<file path="config.mk">
export PLATFORM = sky130hd
export DESIGN_NAME = shape_sequencer
export DESIGN_NICKNAME = d
export VERILOG_FILES = /design/src/rtl/gpu_pkg.sv /design/src/rtl/shape_sequencer_edge_counter.sv /design/src/rtl/shape_sequencer.sv
export SDC_FILE = /design/constraint.sdc
export NUM_CORES = 1
export LEC_CHECK = 0
export ABC_AREA = 1
export CORE_MARGIN = 1.5
export CORE_UTILIZATION = 49
export CTS_CLUSTER_DIAMETER = 60
export CTS_CLUSTER_SIZE = 16
export DETAILED_ROUTE_END_ITERATION = 10
export PLACE_DENSITY_LB_ADDON = 0.2
export SLEW_MARGIN = 0
export SYNTH_ARGS = -nofsm -noshare
export SYNTH_HDL_FRONTEND = slang
export SYNTH_SLANG_ARGS = --single-unit
</file>
<file path="constraint.sdc">
create_clock -name clk -period 1.8 [get_ports clk]
set_clock_uncertainty 0.2 [all_clocks]
set_input_delay 0.36 -clock clk [delete_from_list [all_inputs] [get_ports clk]]
set_output_delay 0.36 -clock clk [all_outputs]
set_load 0.01 [all_outputs]
</file>
<file path="src/rtl/gpu_pkg.sv">
// Shared 2D GPU pipeline types: shape command codes and sequencer states.
package gpu_pkg;

  typedef enum logic [3:0] {
    LINE     = 4'd0,
    POLYGON  = 4'd1,
    ARC      = 4'd2,
    POLYLINE = 4'd3
  } shape_e;

  typedef enum logic [2:0] {
    IDLE,
    DECODE,
    ISSUE,
    WAIT,
    DRAIN,
    DONE
  } seq_state_e;

endpackage

</file>
<file path="src/rtl/shape_sequencer_edge_counter.sv">
// Edge/segment index counter: load a last-index bound, step, flag the final edge.
module edge_counter #(
  parameter int unsigned IDX_W = 3
) (
  input  logic             clk,
  input  logic             nreset,
  input  logic             load_i,
  input  logic [IDX_W-1:0] last_idx_i,
  input  logic             inc_i,
  output logic [IDX_W-1:0] index_o,
  output logic             last_o
);

  logic [IDX_W-1:0] index_q, index_d;
  logic [IDX_W-1:0] bound_q, bound_d;

  // The bound is stored as total-1 so a full MAX_VERTS/ARC_SEGS count fits IDX_W.
  always_comb begin
    index_d = index_q;
    bound_d = bound_q;
    if (load_i) begin
      index_d = '0;
      bound_d = last_idx_i;
    end else if (inc_i && !last_o) begin
      index_d = index_q + IDX_W'(1);
    end
  end

  always_ff @(posedge clk) begin
    if (!nreset) begin
      index_q <= '0;
      bound_q <= '0;
    end else begin
      index_q <= index_d;
      bound_q <= bound_d;
    end
  end

  assign index_o = index_q;
  assign last_o  = (index_q == bound_q);

endmodule

</file>
<file path="src/rtl/shape_sequencer.sv">
// Shape command sequencer: decodes one shape and walks its edges/arc segments
// through the rasteriser handshake, pixel-FIFO drain and completion pulse.
module shape_sequencer
  import gpu_pkg::*;
#(
  parameter int unsigned MAX_VERTS = 8,
  parameter int unsigned ARC_SEGS  = 8,
  parameter int unsigned IDX_W     = $clog2(MAX_VERTS > ARC_SEGS ? MAX_VERTS : ARC_SEGS),
  parameter int unsigned NV_W      = $clog2(MAX_VERTS + 1)
) (
  input  logic             clk,
  input  logic             nreset,
  input  logic             cmd_valid,
  output logic             cmd_ready,
  input  logic [3:0]       cmd_shapeid,
  input  logic [NV_W-1:0]  cmd_nverts,
  output logic             prim_valid,
  input  logic             prim_ready,
  output logic             prim_sel,
  output logic [IDX_W-1:0] prim_index,
  output logic             prim_close,
  input  logic             prim_done,
  output logic             fifo_read,
  output logic             shape_done,
  output logic             busy,
  output logic             err
);

  seq_state_e       state_q, state_d;
  logic [3:0]       shapeid_q, shapeid_d;
  logic [NV_W-1:0]  nverts_q, nverts_d;
  logic             err_q, err_d;

  logic             legal;
  logic [IDX_W-1:0] last_idx;
  logic             ctr_load, ctr_inc;
  logic [IDX_W-1:0] index;
  logic             is_last;

  always_comb begin
    legal    = 1'b0;
    last_idx = '0;
    case (shapeid_q)
      LINE: begin
        legal = 1'b1;
      end
      POLYGON: begin
        legal    = (nverts_q >= NV_W'(3)) && (nverts_q <= NV_W'(MAX_VERTS));
        last_idx = IDX_W'(nverts_q - NV_W'(1));
      end
      POLYLINE: begin
        legal    = (nverts_q >= NV_W'(2)) && (nverts_q <= NV_W'(MAX_VERTS));
        last_idx = IDX_W'(nverts_q - NV_W'(2));
      end
      ARC: begin
        legal    = 1'b1;
        last_idx = IDX_W'(ARC_SEGS - 1);
      end
      default: legal = 1'b0;
    endcase
  end

  always_comb begin
    state_d   = state_q;
    shapeid_d = shapeid_q;
    nverts_d  = nverts_q;
    err_d     = err_q;
    ctr_load  = 1'b0;
    ctr_inc   = 1'b0;
    case (state_q)
      IDLE: begin
        if (cmd_valid) begin
          shapeid_d = cmd_shapeid;
          nverts_d  = cmd_nverts;
          err_d     = 1'b0;
          state_d   = DECODE;
        end
      end
      DECODE: begin
        if (legal) begin
          ctr_load = 1'b1;
          state_d  = ISSUE;
        end else begin
          err_d   = 1'b1;
          state_d = DONE;
        end
      end
      ISSUE: if (prim_ready) state_d = WAIT;
      WAIT:  if (prim_done)  state_d = DRAIN;
      DRAIN: begin
        if (is_last) begin
          state_d = DONE;
        end else begin
          ctr_inc = 1'b1;
          state_d = ISSUE;
        end
      end
      DONE:    state_d = IDLE;
      default: state_d = IDLE;
    endcase
  end

  always_ff @(posedge clk) begin
    if (!nreset) begin
      state_q   <= IDLE;
      shapeid_q <= '0;
      nverts_q  <= '0;
      err_q     <= 1'b0;
    end else begin
      state_q   <= state_d;
      shapeid_q <= shapeid_d;
      nverts_q  <= nverts_d;
      err_q     <= err_d;
    end
  end

  edge_counter #(
    .IDX_W (IDX_W)
  ) u_edge_counter (
    .clk        (clk),
    .nreset     (nreset),
    .load_i     (ctr_load),
    .last_idx_i (last_idx),
    .inc_i      (ctr_inc),
    .index_o    (index),
    .last_o     (is_last)
  );

  // Primitive fields are only driven while a request is outstanding.
  assign cmd_ready  = (state_q == IDLE);
  assign prim_valid = (state_q == ISSUE);
  assign prim_index = (state_q == ISSUE) ? index : '0;
  assign prim_sel   = (state_q == ISSUE) && (shapeid_q == ARC);
  assign prim_close = (state_q == ISSUE) && (shapeid_q == POLYGON) && is_last;
  assign fifo_read  = (state_q == DRAIN);
  assign shape_done = (state_q == DONE);
  assign busy       = (state_q != IDLE);
  assign err        = err_q;

endmodule

</file>
==> summary.txt, run 1 <==
Pwr
  – PD cells: 1410 mW/mm^2
  – Total power of the final layout: 2.37 mW
  – Largest voltage drop on the vdd net: 960 uV
  – Leakage power of the design: 0.748 nW

Setup path
  – Worst stage delay on the critical path: 0.34 ns
  – Arrival @ worst endpoint: 1.27 ns
  – List of cells traversed by the critical path: inv_2 > nand2_4 > nor2_4 > nand2_2 > nor3_2 > buf_2
  – Slowest stage cell, crit path: sky130_fd_sc_hd__dfxtp_2
  – Beginning of the critical path: shapeid_q[3]
  – Data required time of the critical path: 1.24 ns
  – Crit path buffers/inverters: 2
  – Worst Setup Start Kind: flop
  – Setup Crit Path Kind: flop to primary output
  – Critical Path Sink Type: primary output
  – Reg-to-reg startpoint: nverts_q[0]
  – Critical Path Fanout Max: 2
  – Crit path max-delay family: simple AND/OR/NAND/NOR gates

Final layout
  – Commonest cells after routing, fill and taps aside: sky130_fd_sc_hd__buf_4, sky130_fd_sc_hd__nand2_1, sky130_fd_sc_hd__inv_1, sky130_fd_sc_hd__a21oi_1, sky130_fd_sc_hd__nor2_1
  – Most common library cell in the layout ignoring fill and taps: sky130_fd_sc_hd__buf_4
  – Number of nets in the layout: 238
  – Post-route cell area: 0.00167 sq mm
  – Area delta synth->final: 50.1%
  – Post-layout util: 0.771
  – Fraction of final layout cells sized beyond drive strength 1: 0.399
  – Antenna cell count: 0

Synth
  – Sequential area share after synthesis: 0.323
  – Syn Area/Cell: 6.84 sq um
  – YS warnings: 0
  – Synth Register Bits: 18
  – Post-synth ARST share: 0
  – Most common flop cell mapped by yosys: sky130_fd_sc_hd__dfxtp_1
  – Number of enable-type register cells in the synthesized netlist: 0
  – Post-synthesis instance total: 163
  – Cell area after technology mapping: 0.00111 sq mm
  – Net count after synthesis: 181
  – Number of distinct library cell variants in the gate-level netlist after synthesis: 26

CTS
  – CTS tree: done
  – Clock sink count: 18
  – Hold-fix buffers at CTS: 0
  – H-tree depth reported by CTS: 1
  – Max Buffers Root-to-Sink: 2
  – Total clock buffers created by CTS: 3
  – Clock Tree Root: sky130_fd_sc_hd__clkbuf_4
  – Clock-pin slew reported for the worst setup and hold paths after clock tree synthesis: 0.10 ns
  – Clock network latency to the later pin of the worst-skew pair: 0.30 ns

Route
  – Via Count: 1,250
  – Number of vias per cell: 5.08
  – Detailed router's first-iteration violation count: 25
  – Number of detailed-route iterations in the first pass: 6
  – Number of nets with antenna violations after detailed routing: 0
  – Sum of routed wire length over all layers: 3.06 mm
  – Detailed-route wire length per cell: 12.5 microns
  – Number of DRC violations after detailed routing: 0

STA
  – Ratio of final minimum period to clock period: 1.02
  – Minimum setup slack in the final design: -0.0327 ns
  – Setup violators final: 1
  – Transition at the pin with the smallest max-transition slack: 0.339 ns
  – Total count of max-transition violations in the final report: 0
  – Post-layout minimum cycle time: 1.83 ns
  – RSZ-0062 raised after global routing: yes
  – Relative max-transition margin: 0.773
  – Final count of hold timing violations: 0
  – Fmax: 546 MHz

Die
  – Floorplan die width: 50.7 microns
  – Ports: 24
  – DIE HEIGHT: 50.7 microns
  – Area of the die: 0.00257 sq mm
  – Std-Cell Rows: 17
  – Core region area: 0.00217 sq mm
  – Starting Density: 0.514

Global routing
  – Met1 layer usage reported by global route: 0.306
  – Met3 Track Usage GR: 0.0387
  – Maximum number of pins on one net before global-route repair: 17
  – Total congestion overflow: 0
  – Global route hottest layer: met2
  – Met2 track demand over resource: 0.461
  – Vias in the first global route: 1,180
  – Number of antenna violations at the first check in global routing: 0
  – First-pass GRT wire length: 4.96 mm
  – All-Layer GR Usage: 0.260

Place
  – Routability cong.: 0.858
  – DP HPWL: 2.21 mm
  – # port buffers: 23
  – Placed Area: 0.00156 sq mm

Run status
  – Violations in the final reports: setup timing
  – Run status: finished, violations left

Hold path
  – Worst Hold Class: flop to flop
  – Start point of the worst min-delay path: err

Run
  – Number of max-cap violations: 0
## worst reg2reg max path: cells and delay by family (launching register included)
family,cells,cell delay (ns)
and+or+nand+nor,9,0.86
DFF,1,0.35
adders and majority gates,1,0.20
buffers and inverters,1,0.05
## cells by family (layout without fill, tap and decap cells)
kind of cell / after synthesis / count (layout) / synth area share
adder cells (fa/ha/maj): 5 / 5 / 0.0561
flip-flops: 18 / 18 / 0.323
XOR/XNOR: 4 / 4 / 0.0314
AND/OR/NAND/NOR: 77 / 77 / 0.339
AO/OA/AOI/OAI: 32 / 32 / 0.153
buffers and inverters: 27 / 82 / 0.0976
## layer usage
layer / up-vias / wire (microns) / part of all wire
met5: - / 0 / 0
met3: 5 / 107 / 0.035
met2: 30 / 1570 / 0.51
met1: 570 / 1350 / 0.44
li1: 645 / - / -
met4: 0 / 40 / 0.013
## final timing paths
path	endpoint	slack (ns)	cells after the start
worst max register to register	u_edge_counter.index_o[2]	0.06	11
worst min register to register	err	0.29	2
worst min-delay path	err	0.29	2
worst max-delay path	prim_close	-0.03	6
## cell usage after synthesis (2+ instances only)
cell type | n | area (sq um)
sky130_fd_sc_hd__inv_2 | 3 | 11.3
sky130_fd_sc_hd__dfxtp_1 | 18 | 360
sky130_fd_sc_hd__nor2_2 | 4 | 25.0
sky130_fd_sc_hd__a21oi_1 | 18 | 90.1
sky130_fd_sc_hd__inv_1 | 21 | 78.8
sky130_fd_sc_hd__nand3_2 | 2 | 20.0
sky130_fd_sc_hd__ha_1 | 5 | 62.6
sky130_fd_sc_hd__o21ai_1 | 4 | 20.0
sky130_fd_sc_hd__nand2_1 | 33 | 124
sky130_fd_sc_hd__o21ai_0 | 7 | 35.0
sky130_fd_sc_hd__nor3_1 | 3 | 15.0
sky130_fd_sc_hd__nor2_1 | 16 | 60.1
sky130_fd_sc_hd__nand3_1 | 12 | 60.1
sky130_fd_sc_hd__nor3_4 | 2 | 32.5
sky130_fd_sc_hd__xnor2_1 | 4 | 35.0
## per-stage QoR
step | std cells | hold slack, ns | setup slack (ns) | setup TNS [ns]
finish | 246 | 0.292 | -0.0327 | -0.0327
floorplan | 163 | 0.244 | 0.211 | 0
global placement | 238 | 0.255 | -0.113 | -0.192
detailed placement | 238 | 0.267 | -0.168 | -0.337
global route | 246 | 0.316 | -0.0958 | -0.172
CTS | 246 | 0.288 | -0.0502 | -0.0602
## state kept, by name, summed over array words and instances, names as in the netlist
name                    count
err                         1
u_edge_counter.index_o      3
state_q                     3
u_edge_counter.bound_q      3
nverts_q                    4
shapeid_q                   4
## layout make-up
type	instances	area, sq um
multi-input cells	118	731
fillers	172	497
repair buffers	54	417
flip-flops and latches	18	374
inverters	25	93.8
well taps	28	35.0
clock buffers	3	22.5
## report_power, final
group	internal (mW)	switching [mW]
sequential	0.520	0.0958
clock	0.0781	0.128
combinational	0.698	0.847
## repair_timing
action                     CTS  global route
setup endpoints to repair   11            15
pin swaps                    7             8
resized for setup           52            20
buffers inserted             5             2
Note: power is estimated with default switching activity, not from simulation.
==> run 2: changes to the inputs <==
--- a/config.mk
+++ b/config.mk
@@ -16,3 +16,4 @@
 export SYNTH_ARGS = -nofsm -noshare
 export SYNTH_HDL_FRONTEND = slang
 export SYNTH_SLANG_ARGS = --single-unit
+export TNS_END_PERCENT = 1
==> run 2 against run 1 <==
The run still ends with setup timing left. Setup slack is essentially flat. Count of clock-buffer cells in the layout is the same. Power shrank 0.54%. Routed wire length shrank 1.2%. Register-to-register slack is essentially flat. Core utilization grew 0.63 points. Hold slack is essentially flat. Cell count is the same. Via count shrank 0.16%. Non-clock buffer count is the same. Sequential cell count is the same. Critical path type unchanged. Highest routed layer unchanged.
==> summary.txt, run 2 (synthesis gave the netlist of run 1 again) <==
CTS
  – Total clock buffers created by CTS: 3
  – Clock sink count: 18
  – Hold-fix buffers at CTS: 0
  – CTS tree: done
  – Clock Tree Root: sky130_fd_sc_hd__clkbuf_4
  – H-tree depth reported by CTS: 1
  – Clock network latency to the later pin of the worst-skew pair: 0.30 ns
  – Clock-pin slew reported for the worst setup and hold paths after clock tree synthesis: 0.10 ns
  – Max Buffers Root-to-Sink: 2

Place
  – DP HPWL: 2.21 mm
  – # port buffers: 23
  – Routability cong.: 0.858

Setup path
  – Setup Crit Path Kind: flop to primary output
  – List of cells traversed by the critical path: inv_2 > nand2_4 > nor2_4 > nand2_2 > nor3_2 > buf_2
  – Data required time of the critical path: 1.24 ns
  – Slowest stage cell, crit path: sky130_fd_sc_hd__dfxtp_2
  – Worst Setup Start Kind: flop
  – Critical Path Fanout Max: 2
  – Worst stage delay on the critical path: 0.34 ns
  – Critical Path Sink Type: primary output
  – Arrival @ worst endpoint: 1.27 ns

Route
  – Detailed-route wire length per cell: 12.3 microns
  – Number of vias per cell: 5.07
  – Number of DRC violations after detailed routing: 0
  – Number of detailed-route iterations in the first pass: 4
  – Number of nets with antenna violations after detailed routing: 0
  – Detailed router's first-iteration violation count: 23
  – Via Count: 1,248
  – Sum of routed wire length over all layers: 3.03 mm

STA
  – Setup violators final: 1
  – Fmax: 546 MHz
  – Final count of hold timing violations: 0
  – Minimum setup slack in the final design: -0.0325 ns
  – Ratio of final minimum period to clock period: 1.02
  – RSZ-0062 raised after global routing: yes
  – Relative max-transition margin: 0.770
  – Post-layout minimum cycle time: 1.83 ns
  – Final hold slack: 0.292 ns
  – Setup total negative slack: -0.0325 ns
  – Transition at the pin with the smallest max-transition slack: 0.343 ns
  – Total count of max-transition violations in the final report: 0

Hold path
  – Worst Hold Class: flop to flop

Final layout
  – Multi-input combinational cell area: 726 sq um
  – Number of nets in the layout: 238
  – Area delta synth->final: 51.3%
  – Fraction of final layout cells sized beyond drive strength 1: 0.390
  – Fillers: 169
  – Commonest cells after routing, fill and taps aside: sky130_fd_sc_hd__nand2_1, sky130_fd_sc_hd__buf_4, sky130_fd_sc_hd__inv_1, sky130_fd_sc_hd__a21oi_1, sky130_fd_sc_hd__nor2_1
  – Most common library cell in the layout ignoring fill and taps: sky130_fd_sc_hd__nand2_1
  – Largest registers: nverts_q: 4 flops, shapeid_q: 4 flops
  – Sequential cell area in the final layout: 375 sq um
  – Antenna cell count: 0

Run status
  – Violations in the final reports: setup timing
  – Run status: finished, violations left

Global routing
  – First-pass GRT wire length: 4.91 mm
  – All-Layer GR Usage: 0.258
  – Number of antenna violations at the first check in global routing: 0
  – Maximum number of pins on one net before global-route repair: 17
  – Vias in the first global route: 1,177
  – Total congestion overflow: 0

Die
  – Ports: 24
  – DIE HEIGHT: 50.7 microns
  – Area of the die: 0.00257 sq mm
  – Floorplan die width: 50.7 microns
  – Starting Density: 0.514
  – Core region area: 0.00217 sq mm
  – Std-Cell Rows: 17

Pwr
  – PD cells: 1400 mW/mm^2
  – Largest voltage drop on the vdd net: 957 uV
  – Leakage power of the design: 0.755 nW

Run
  – Number of max-cap violations: 0
## run 2: worst max-delay path, delay by kind of cell (launching register included)
kind | cells | cell delay [ns]
simple gates | 4 | 0.40
flops | 1 | 0.34
buf+inv | 2 | 0.23
## run 2: path summary, 6_finish.rpt
check	from	endpoint	slack [ns]	cells after the start
worst max-delay path	shapeid_q[3]	prim_close	-0.03	6
worst min-delay path	err	err	0.29	2
worst max register to register	nverts_q[0]	u_edge_counter.index_o[2]	0.06	11
worst min register to register	err	err	0.29	2
## run 2: through the flow
stage          cell area (sq um)  power [mW]  instances   util  setup WS [ns]
2_1_floorplan               1110        1.41        163      -          0.211
3_3_place_gp                1560        1.96        238  0.719         -0.113
3_5_place_dp                1560        2.00        238  0.719         -0.168
4_1_cts                     1620        2.23        245  0.748        -0.0530
5_1_grt                     1690        2.55        246  0.777        -0.0935
6_report                    1690        2.35        246  0.777        -0.0325
## run 2: routing by layer
layer	track usage	share of wire	vias to the layer above
met5	0	0	-
met4	0.122	0.0050	0
met3	0.0387	0.036	2
met2	0.463	0.52	30
met1	0.298	0.44	571
li1	-	-	645
## run 2: what timing repair did
action,4_1_cts,5_1_grt
setup buffers,4,2
resized for setup,48,26
setup endpoints to repair,11,17
pin swaps,6,10
## run 2: final cells by class
cell class / count / area share
multi-input combinational: 118 / 0.430
timing repair buffer: 54 / 0.257
sequential: 18 / 0.223
inverter: 25 / 0.0556
tap: 28 / 0.0208
clock buffer: 3 / 0.0134
## run 2: where the power goes
part / switching, mW / internal, mW
registers: 0.0929 / 0.519
logic: 0.838 / 0.698
clock network: 0.128 / 0.0781
total: 1.06 / 1.30
==> run 3: changes to the inputs <==
--- a/config.mk
+++ b/config.mk
@@ -7,7 +7,7 @@
 export LEC_CHECK = 0
 export ABC_AREA = 1
 export CORE_MARGIN = 1.5
-export CORE_UTILIZATION = 49
+export CORE_UTILIZATION = 30
 export CTS_CLUSTER_DIAMETER = 60
 export CTS_CLUSTER_SIZE = 16
 export DETAILED_ROUTE_END_ITERATION = 10
==> run 3 against run 2 <==
The flow now finishes without violations. Count of clock-buffer cells in the layout did not move. Non-clock buffer count fell by 2. Register-to-register slack improved by 0.10 ns. Maximum frequency rose by 3.4%. Combinational power fell by 5%. Critical path type unchanged. Critical endpoint unchanged. Highest routed layer unchanged.
==> summary.txt, run 3 (synthesis gave the netlist of run 1 again) <==
STA
  – Setup violators final: 0
  – Transition at the pin with the smallest max-transition slack: 0.311 ns
  – RSZ-0062 raised after global routing: yes
  – Fmax: 565 MHz
  – Post-layout minimum cycle time: 1.77 ns
  – Final hold slack: 0.270 ns
  – Total count of max-transition violations in the final report: 0
  – Final count of hold timing violations: 0
  – Relative max-transition margin: 0.792
  – Ratio of final minimum period to clock period: 0.984
  – Setup total negative slack: 0 ns

Route
  – Number of detailed-route iterations in the first pass: 4
  – Number of vias per cell: 4.56
  – Sum of routed wire length over all layers: 2.73 mm
  – Number of nets with antenna violations after detailed routing: 0
  – Detailed router's first-iteration violation count: 30
  – Number of DRC violations after detailed routing: 0
  – Detailed-route wire length per cell: 10.4 microns
  – Via Count: 1,196

Hold path
  – Start point of the worst min-delay path: err
  – Worst Hold Path Cells: 2
  – Worst Hold Class: flop to flop
  – Hold path endpoint: err

Die
  – Area of the die: 0.00409 sq mm
  – DIE HEIGHT: 64.0 microns
  – Starting Density: 0.324
  – Floorplan die width: 64.0 microns
  – Ports: 24
  – Core region area: 0.00344 sq mm
  – Std-Cell Rows: 21

Setup path
  – Arrival @ worst endpoint: 1.21 ns
  – Worst stage delay on the critical path: 0.34 ns
  – Reg2Reg Capture Point: state_q[2]
  – Reg-to-reg startpoint: nverts_q[0]
  – Crit path buffers/inverters: 1
  – List of cells traversed by the critical path: xnor2_2 > nand3_2 > nor3_2 > buf_2
  – Critical Path Sink Type: primary output
  – Setup Crit Path Kind: flop to primary output
  – R2r worst-path depth: 11
  – Crit path max-delay family: flip-flops
  – Reg2reg setup slack: 0.16 ns
  – Count of cell instances traversed by the critical path: 4
  – Data required time of the critical path: 1.24 ns
  – Slowest stage cell, crit path: sky130_fd_sc_hd__dfxtp_2
  – Critical Path Fanout Max: 2
  – Worst Setup Start Kind: flop

CTS
  – H-tree depth reported by CTS: 1
  – Clock network latency to the later pin of the worst-skew pair: 0.26 ns
  – Clock Tree Root: sky130_fd_sc_hd__clkbuf_8
  – Clock sink count: 18
  – # Post-CTS Setup Buffers: 0
  – CTS tree: done
  – Total clock buffers created by CTS: 3
  – Clock-pin slew reported for the worst setup and hold paths after clock tree synthesis: 0.07 ns
  – Max Buffers Root-to-Sink: 2

Final layout
  – Commonest cells after routing, fill and taps aside: sky130_fd_sc_hd__nand2_1, sky130_fd_sc_hd__buf_4, sky130_fd_sc_hd__inv_1, sky130_fd_sc_hd__a21oi_1, sky130_fd_sc_hd__nor2_1
  – Fraction of final layout cells sized beyond drive strength 1: 0.338
  – Antenna cell count: 0
  – Most common library cell in the layout ignoring fill and taps: sky130_fd_sc_hd__nand2_1
  – Largest registers: nverts_q: 4 flops, shapeid_q: 4 flops
  – Sequential cell area in the final layout: 369 sq um
  – Final cell count without fillers: 262
  – Multi-input combinational cell area: 716 sq um
  – Fillers: 347
  – Area delta synth->final: 51.9%
  – Number of nets in the layout: 236

Place
  – # port buffers: 23
  – DP HPWL: 2.20 mm
  – Routability cong.: 0.829
  – Number of instances in the placed design: 259

Global routing
  – All-Layer GR Usage: 0.145
  – Maximum number of pins on one net before global-route repair: 17
  – Total congestion overflow: 0
  – First-pass GRT wire length: 4.77 mm
  – Vias in the first global route: 1,137
  – Number of antenna violations at the first check in global routing: 0

Pwr
  – Largest voltage drop on the vdd net: 509 uV
  – PD cells: 1390 mW/mm^2
  – Leakage power of the design: 0.745 nW
  – Total power of the final layout: 2.35 mW

Run
  – Number of max-cap violations: 0

Run status
  – Run status: completed
run 3: worst reg2reg max path, delay by kind of cell, from the launching register on:
kind	cells	cell delay [ns]
adder cells (fa/ha/maj)	1	0.20
AND/OR/NAND/NOR	7	0.60
AO/OA/AOI/OAI	1	0.07
buffers and inverters	2	0.19
flip-flops	1	0.31
run 3: cell type report:
class	instances	share of cell area
Timing Repair Buffer	52	0.245
Inverter	25	0.0554
Sequential cell	18	0.218
Tap cell	46	0.0340
Clock buffer	3	0.0244
Multi-Input combinational cell	118	0.423
run 3: worst max path at each step:
stage | slack [ns] | to | start
2_1_floorplan | 0.21 | prim_close | state_q[1]
3_3_place_gp | -0.16 | prim_close | shapeid_q[2]
3_5_place_dp | -0.18 | prim_close | shapeid_q[3]
4_1_cts | 0.002 | prim_close | shapeid_q[2]
5_1_grt | -0.06 | prim_close | shapeid_q[3]
6_report | 0.03 | prim_close | u_edge_counter.index_o[2]
run 3: timing repair:
action                                  CTS  global route
endpoints found under the setup margin   10            12
resized for setup                        30            23
hold buffers                              0             0
pin swaps                                 1             6
run 3: power breakdown:
| group | switching, mW | leakage [nW] | internal (mW) |
|---|---|---|---|
| Sequential | 0.0851 | 0.150 | 0.513 |
| Clock | 0.135 | 0.0216 | 0.149 |
| Combinational | 0.795 | 0.573 | 0.676 |
| Total | 1.02 | 0.745 | 1.34 |
run 3: metal layers:
| layer | up-vias | GRT usage | share of wire |
|---|---|---|---|
| met5 | - | 0 | 0 |
| met4 | 0 | 0.0543 | 0.012 |
| met3 | 4 | 0.0317 | 0.046 |
| met2 | 22 | 0.247 | 0.50 |
| met1 | 534 | 0.176 | 0.44 |
| li1 | 636 | - | - |
run 3: stage by stage:
stage	utilization	setup slack (ns)	area [sq um]
floorplan	-	0.211	1110
global placement	0.466	-0.155	1610
detailed placement	0.466	-0.182	1610
CTS	0.478	0.00181	1640
global route	0.492	-0.0620	1690
finish	0.492	0.0285	1690
